==> src/rtl/mac_share_arbiter.sv <==
// Round-robin arbiter that shares one registered multiply-accumulate unit between N_REQ clients.
// Optional per-requester grant counters are enabled by defining MAC_SHARE_ARBITER_STATS_EN.
module mac_share_arbiter #(
    parameter int unsigned N_REQ   = 4,
    parameter int unsigned DW      = 8,
    parameter int unsigned MAC_LAT = 1
) (
    input  logic                     clk,
    input  logic                     reset,
    input  logic [N_REQ-1:0]         req_valid,
    output logic [N_REQ-1:0]         req_ready,
    input  logic [N_REQ*DW-1:0]      req_a,
    input  logic [N_REQ*DW-1:0]      req_b,
    input  logic [N_REQ*DW-1:0]      req_c,
    output logic [N_REQ-1:0]         resp_valid,
    input  logic [N_REQ-1:0]         resp_ready,
    output logic [DW-1:0]            resp_data,
    output logic [$clog2(N_REQ)-1:0] resp_id,
    output logic [DW-1:0]            mac_a,
    output logic [DW-1:0]            mac_b,
    output logic [DW-1:0]            mac_c,
    input  logic [DW-1:0]            mac_result
`ifdef MAC_SHARE_ARBITER_STATS_EN
    ,
    input  logic [$clog2(N_REQ)-1:0] stat_sel,
    output logic [15:0]              stat_cnt
`endif
);

    localparam int unsigned IW = $clog2(N_REQ);
    localparam int unsigned CW = (MAC_LAT > 0) ? $clog2(MAC_LAT + 1) : 1;

    typedef enum logic [1:0] {StIdle, StBusy, StResp} state_e;

    state_e            state_q, state_d;
    logic [IW-1:0]     rr_ptr_q;
    logic [IW-1:0]     resp_id_q;
    logic [CW-1:0]     cnt_q;
    logic [DW-1:0]     mac_a_q, mac_b_q, mac_c_q;
    logic [DW-1:0]     resp_data_q;
    logic [N_REQ-1:0]  resp_valid_q;

    logic              grant_found;
    logic [IW-1:0]     grant_idx;
    logic [IW-1:0]     grant_next;
    logic              req_hs;
    logic              resp_hs;

    // Search starts at rr_ptr so the last winner drops to lowest priority.
    always_comb begin
        int unsigned idx;
        idx         = 0;
        grant_found = 1'b0;
        grant_idx   = '0;
        for (int unsigned k = 0; k < N_REQ; k++) begin
            idx = (32'(rr_ptr_q) + k) % N_REQ;
            if (!grant_found && req_valid[idx]) begin
                grant_found = 1'b1;
                grant_idx   = IW'(idx);
            end
        end
    end

    assign grant_next = (32'(grant_idx) == N_REQ - 1) ? '0 : grant_idx + IW'(1);
    assign req_hs     = (state_q == StIdle) && grant_found && !reset;
    assign resp_hs    = (state_q == StResp) && resp_ready[resp_id_q];

    always_ff @(posedge clk) begin
        if (reset) begin
            state_q <= StIdle;
        end else begin
            state_q <= state_d;
        end
    end

    always_comb begin
        state_d = state_q;
        unique case (state_q)
            StIdle:  if (grant_found) state_d = StBusy;
            StBusy:  if (cnt_q == '0) state_d = StResp;
            StResp:  if (resp_hs) state_d = StIdle;
            default: state_d = StIdle;
        endcase
    end

    // req_ready is held low while reset is asserted.
    always_comb begin
        req_ready = '0;
        if (req_hs) begin
            req_ready[grant_idx] = 1'b1;
        end
    end

    always_ff @(posedge clk) begin
        if (reset) begin
            rr_ptr_q     <= '0;
            resp_id_q    <= '0;
            cnt_q        <= '0;
            mac_a_q      <= '0;
            mac_b_q      <= '0;
            mac_c_q      <= '0;
            resp_data_q  <= '0;
            resp_valid_q <= '0;
        end else begin
            if (req_hs) begin
                mac_a_q   <= req_a[grant_idx*DW +: DW];
                mac_b_q   <= req_b[grant_idx*DW +: DW];
                mac_c_q   <= req_c[grant_idx*DW +: DW];
                resp_id_q <= grant_idx;
                rr_ptr_q  <= grant_next;
                cnt_q     <= CW'(MAC_LAT);
            end
            if (state_q == StBusy) begin
                if (cnt_q == '0) begin
                    resp_data_q             <= mac_result;
                    resp_valid_q[resp_id_q] <= 1'b1;
                end else begin
                    cnt_q <= cnt_q - CW'(1);
                end
            end
            if (resp_hs) begin
                resp_valid_q <= '0;
            end
        end
    end

    assign mac_a      = mac_a_q;
    assign mac_b      = mac_b_q;
    assign mac_c      = mac_c_q;
    assign resp_data  = resp_data_q;
    assign resp_id    = resp_id_q;
    assign resp_valid = resp_valid_q;

`ifdef MAC_SHARE_ARBITER_STATS_EN
    logic [15:0] stat_q [N_REQ];

    always_ff @(posedge clk) begin
        if (reset) begin
            for (int i = 0; i < N_REQ; i++) begin
                stat_q[i] <= '0;
            end
        end else if (req_hs && (stat_q[grant_idx] != 16'hFFFF)) begin
            stat_q[grant_idx] <= stat_q[grant_idx] + 16'd1;
        end
    end

    assign stat_cnt = stat_q[stat_sel];
`endif

endmodule

==> config.mk <==
export PLATFORM = sky130hd
export DESIGN_NAME = mac_share_arbiter
export DESIGN_NICKNAME = d
export VERILOG_FILES = /design/src/rtl/mac_share_arbiter.sv
export SDC_FILE = /design/constraint.sdc
export NUM_CORES = 1
export LEC_CHECK = 0
export BUFFER_PORTS_ARGS = -buffer_cell sky130_fd_sc_hd__buf_2
export CORE_MARGIN = 1.5
export CORE_UTILIZATION = 35
export DETAILED_ROUTE_END_ITERATION = 10
export HOLD_SLACK_MARGIN = 0.1
export PLACE_DENSITY = 0.72
export SYNTH_ARGS = -nofsm -noshare
export SYNTH_HDL_FRONTEND = slang
export SYNTH_SLANG_ARGS = --single-unit
==> constraint.sdc <==
create_clock -name clk -period 2.6 [get_ports clk]
set_input_delay 0.39 -clock clk [delete_from_list [all_inputs] [get_ports clk]]
set_output_delay 0.39 -clock clk [all_outputs]
set_load 0.05 [all_outputs]
### Yosys cells after proc, flatten, opt, wreduce, memory -nomap -nowiden

Index checks and enable logic that the tools add are counted.

| word-level totals | value |
|---|---|
| register bits after elaboration | 43 |
| logic and storage cells | 80 |
| input bits | 114 |

| operators by class | value |
|---|---|
| multiplexer cells | 31 |
| bitwise operators | 2 |
| reductions and logical operators | 16 |
| $add $sub $neg | 5 |
| eq/ne operators | 6 |
| order comparisons | 8 |
| shift operators | 3 |

Operators with widths:

| operator | count |
|---|---|
| 32-bit by 6-bit variable part select with 8-bit output | 3 |
| 2-bit by 3-bit < comparator with 1-bit output (second input constant) | 6 |
| 2-bit two-way mux | 8 |
| 1-bit two-way mux | 14 |
| 1-bit binary-select mux with 2-bit select | 5 |
| 1-bit logical AND | 8 |
| 2-bit != test (second input constant) | 3 |
| 2-bit case mux with 3 select lines | 1 |
| 2-bit by 1-bit adder with 2-bit output (second input constant) | 2 |
| 2-bit adder (second input constant) | 2 |
| 1-bit demux with 2-bit select | 2 |
| 2-bit == test (second input constant) | 2 |
| 2-bit by 1-bit >= comparator with 1-bit output (second input constant) | 2 |
| 1-bit logical NOT | 4 |
| 4-bit two-way mux | 1 |
| 4-bit bitwise OR | 1 |
| 3-bit AND reduction | 1 |
| 2-bit by 1-bit == test with 1-bit output (second input constant) | 1 |
| 2-bit logical NOT | 1 |
| 2-bit AND reduction | 1 |
| 2-bit OR reduction | 1 |
| 1-bit inverter | 1 |
| 1-bit subtractor (second input constant) | 1 |

### Depth between registers and ports, before layout

| logic depth | value |
|---|---|
| depth after elaboration | 17 |
| gate-level depth with buffers | 8 |
| mapped depth without buffers | 6 |

### Worst setup path after synthesis

OpenSTA, ideal clock, no wires.

| path | value |
|---|---|
| kind | input to output |
| start point | input port req_valid[1] |
| end point | output port req_ready[0] |
| buffers on the path | 2 |
| cell stages on the path | 7 |
| data required time | 2210 ps |
| data arrival time | 1909 ps |
| slack | 301 ps |
| cell sequence | nor4_2 -> or3_1 -> buf_6 -> nor2_8 -> o21ai_4 -> buf_6 -> nor2_1 |

| between the ends | value |
|---|---|
| word-level cells in the longest chain between the ends | 17 |
| elaborated cells on any way between the ends | 30 |
| classes of those cells | order compare: 2; mux: 19; reduce/logical: 9 |

RTL lines:

| what | line | source |
|---|---|---|
| start: declaration | 10 | `input logic [N_REQ-1:0] req_valid,` |
| 1-bit binary-select mux with 2-bit select | 57 | `if (!grant_found && req_valid[idx]) begin` |
| 1-bit two-way mux (implied by the code) | 57 |  |
| 1-bit two-way mux | 57 |  |
| 1-bit logical NOT | 57 |  |
| 1-bit logical AND | 57 |  |
| 1-bit two-way mux | 57 |  |
| 1-bit logical NOT | 57 |  |
| 1-bit logical AND | 57 |  |
| 1-bit two-way mux | 57 |  |
| 1-bit logical NOT | 57 |  |
| 1-bit logical AND | 57 |  |
| 2-bit two-way mux | 57 |  |
| 2-bit by 3-bit < comparator with 1-bit output (implied by the code) / 2-bit by 1-bit >= comparator with 1-bit output (equally long branches) | 90 | `req_ready[grant_idx] = 1'b1;` |
| 1-bit logical AND (implied by the code) | 90 |  |
| 1-bit two-way mux (implied by the code) | 90 |  |
| 1-bit demux with 2-bit select | 90 |  |
| 4-bit two-way mux (*) | 89 | `if (req_hs) begin` |
| end: declaration | 11 | `output logic [N_REQ-1:0] req_ready,` |

Mark *: on every way between the ends. The rest lies on a longest branch, timed or not. The select of a mux whose other input is x is not followed.

### Worst setup path in the final report

| path | value |
|---|---|
| start point | register rr_ptr_q[1] |
| end point | output port req_ready[3] |

| between the ends | value |
|---|---|
| word-level cells in the longest chain between the ends | 17 |
| elaborated cells on any way between the ends | 33 |
| classes of those cells | add/sub: 3; order compare: 2; mux: 19; reduce/logical: 9 |

RTL lines:

| what | line | source |
|---|---|---|
| start: declaration | 36 | `logic [IW-1:0] rr_ptr_q;` |
| start signal: assignment | 110 | `rr_ptr_q <= grant_next;` |
| branches (longest 16 deep; another with 2-bit by 3-bit < comparator with 1-bit output) | n/a |  |
| 4-bit two-way mux (*) | 89 |  |

Every way passes the cells marked *. The select of a mux whose other input is x is not followed.

==> flow_summary.json <==
{
  "hold_path_end": "resp_data[5]",
  "overflow": 0,
  "finalCritPeriodShare_pct": 91.61,
  "syn_nets": 362,
  "synth-edff-count": 0,
  "cp.arrival_ps": 1990,
  "core-area_sq_um": 6719,
  "cts_tree": "yes",
  "portBuffers": 155,
  "grt_pass1_vias": 2238,
  "fin_area_sq_um": 3336,
  "synthFlopType": "dfxtp_1",
  "rsz0062_at_grt": "no",
  "fin_nets": 516,
  "slew_violations": 0,
  "drv_cap": 0,
  "routed_via_density": 4.934,
  "post_cts_buffers": 0,
  "finalHoldViolCount": 0,
  "clock-root-buffer": "clkbuf_8",
  "status": "complete, no violations",
  "fmax_mhz": 419.8,
  "vdd_ir_drop_max_uv": 237.6,
  "drc": 0,
  "cts-hold-fix-buffers": 0,
  "die_area_sq_um": 7366,
  "routabilityCongestion": 0.8519,
  "routed_wl_um": 6471,
  "firstDrtPassIters": 4,
  "critPathSlowestCell": "dfxtp_1",
  "crit_fanout": 5,
  "clkTransAtPathRegs_ps": 80,
  "yosysWarnings": 0,
  "dp_hpwl_um": 5301,
  "cp_common_cell": "and2_1",
  "fp.dieW_um": 85.83,
  "track_usage_pct": 17.38,
  "crit_type": "reg -> out",
  "min_path_cells": 3,
  "relSlewSlack_pct": 54.54,
  "cts_resized": 0,
  "diodes": 0,
  "fin_worst_skew_ps": 3.837,
  "clock_path_buffers": 2,
  "hold_path.class": "in -> reg",
  "final_cell_mix": "buf_2 (155), mux2i_1 (48), nand2_1 (46)",
  "crit_path_max_incr_delay_ps": 470,
  "syn_area_per_cell_sq_um": 9.721,
  "ys_async_sr_fraction_pct": 0,
  "drt_iter0_drc": 82,
  "ant_nets": 0,
  "clock-sinks": 43,
  "rows": 30,
  "final.min_clock_period_ps": 2382,
  "grt_pass1_wl_um": 10200,
  "antenna_found_initial": 0,
  "setup_tns_ps": 0,
  "grt_max_degree": 24,
  "clock_latency_ps": 290,
  "hp-start": "mac_result[5]",
  "power.leakage_uw": 0.001603,
  "reg2reg_depth": 7,
  "htreeDepth": 2,
  "num_io_pins": 156,
  "syn_area_sq_um": 2401,
  "end_kind": "primary output",
  "place_area_sq_um": 3252,
  "start_util_pct": 35.74,
  "cts_made_buffers": 5,
  "cp.required_ps": 2210,
  "power_density_nw_per_um2": 733.3,
  "layout-drive-gt1-share_pct": 49.75,
  "reg2reg_from": "rr_ptr_q[0]",
  "ys_ff_latch": 43,
  "seq_area_frac_synth_pct": 35.85,
  "layout_commonest_cell": "buf_2",
  "tightest_slew_ps": 680.4,
  "r2r_setup_slack_ps": 640,
  "via_count": 2378,
  "setup_viol": 0,
  "wl_per_cell_um": 13.43,
  "rr_endpoint": "mac_a[7]",
  "die_h_um": 85.83,
  "critPathLaunchType": "flip-flop",
  "syn_to_final_growth_pct": 38.93,
  "syn-instance-count": 247,
  "path_cells": "mux2i_1 > o22a_1 > and2_1 > ha_1 > and2_1 > buf_2",
  "ys_types": 36
}
registers in the layout, indices dropped and copies added (netlist names):
register    cells
cnt_q           1
mac_a           8
mac_b           8
mac_c           8
resp_data       8
resp_id         2
resp_valid      4
rr_ptr_q        2
state_q         2
logic make-up after synthesis:
| kind of cell | share of synthesized area, % |
|---|---|
| AOI/OAI and AO/OA | 20.95 |
| adders and majority gates | 0.5210 |
| buffers and inverters | 5.732 |
| DFF | 35.85 |
| muxes | 20.95 |
| and+or+nand+nor | 16.00 |
layer usage:
layer  global-route usage [%]  wire length (um)
met1                    18.98              2657
met2                    31.85              3211
met3                    6.064               529
met4                    4.692                74
met5                        0                 0
critical path, delay by kind of cell (launching register included):
| kind | cells | cell delay (ps) |
|---|---|---|
| compound gates | 1 | 200 |
| fa+ha+maj | 1 | 150 |
| buf+inv | 1 | 270 |
| flops | 1 | 470 |
| mux | 1 | 290 |
| simple gates | 2 | 320 |
synthesized netlist by cell type (2+ instances only):
cell type | count | area share (%)
and2_1 | 2 | 0.52
clkbuf_1 | 5 | 0.78
nor2b_1 | 3 | 0.78
o221ai_2 | 19 | 12
buf_6 | 5 | 2.3
nand2_1 | 46 | 7.2
mux2i_1 | 48 | 20
o221ai_1 | 4 | 1.5
nor2_1 | 13 | 2.0
clkbuf_4 | 2 | 0.63
a21oi_1 | 17 | 3.5
a21o_1 | 2 | 0.63
a31oi_1 | 3 | 0.78
inv_1 | 4 | 0.63
buf_4 | 3 | 0.94
nand2b_1 | 4 | 1.0
nor3_1 | 4 | 0.83
dfxtp_1 | 43 | 36
nor2_2 | 2 | 0.52
buf_2 | 2 | 0.42
power breakdown:
| part | internal [uW] | switching, uW | leakage (uW) |
|---|---|---|---|
| Sequential | 776 | 77.5 | 0.000354 |
| Clock | 184 | 228 | 0.0000477 |
| Combinational | 407 | 773 | 0.00120 |
cell type report:
cell class	instances	area [sq um]
clock inverters	3	15.01
inverters	4	15.01
fillers	663	3383
well taps	80	100.1
multi-input cells	183	1420
repair buffers	164	855.8
clock buffers	5	68.82
flip-flops and latches	43	860.8
metrics by stage:
| stage | worst slack [ps] | cells | hold slack [ps] | power [uW] | util (%) |
|---|---|---|---|---|---|
| global route | 121.3 | 482 | 332.6 | 2585 | 49.65 |
| CTS | 225.6 | 482 | 317.8 | 2477 | 49.65 |
| detailed placement | 525.6 | 474 | 444.6 | 2059 | 48.40 |
| finish | 218.1 | 482 | 325.2 | 2446 | 49.65 |
| floorplan | 300.8 | 247 | 482.4 | 1766 | - |
| global placement | 548.6 | 474 | 438.7 | 2041 | 48.40 |
how the worst max path moves through the flow:
stage                       startpoint      endpoint  depth (start not counted)
final                      rr_ptr_q[1]  req_ready[3]                          6
after global routing       rr_ptr_q[1]  req_ready[3]                          6
after CTS                  rr_ptr_q[1]  req_ready[3]                          6
after detailed placement  req_valid[3]  req_ready[2]                          7
after global placement    req_valid[3]  req_ready[2]                          7
after floorplan           req_valid[1]  req_ready[0]                          7
Note: power is estimated with default switching activity, not from simulation.
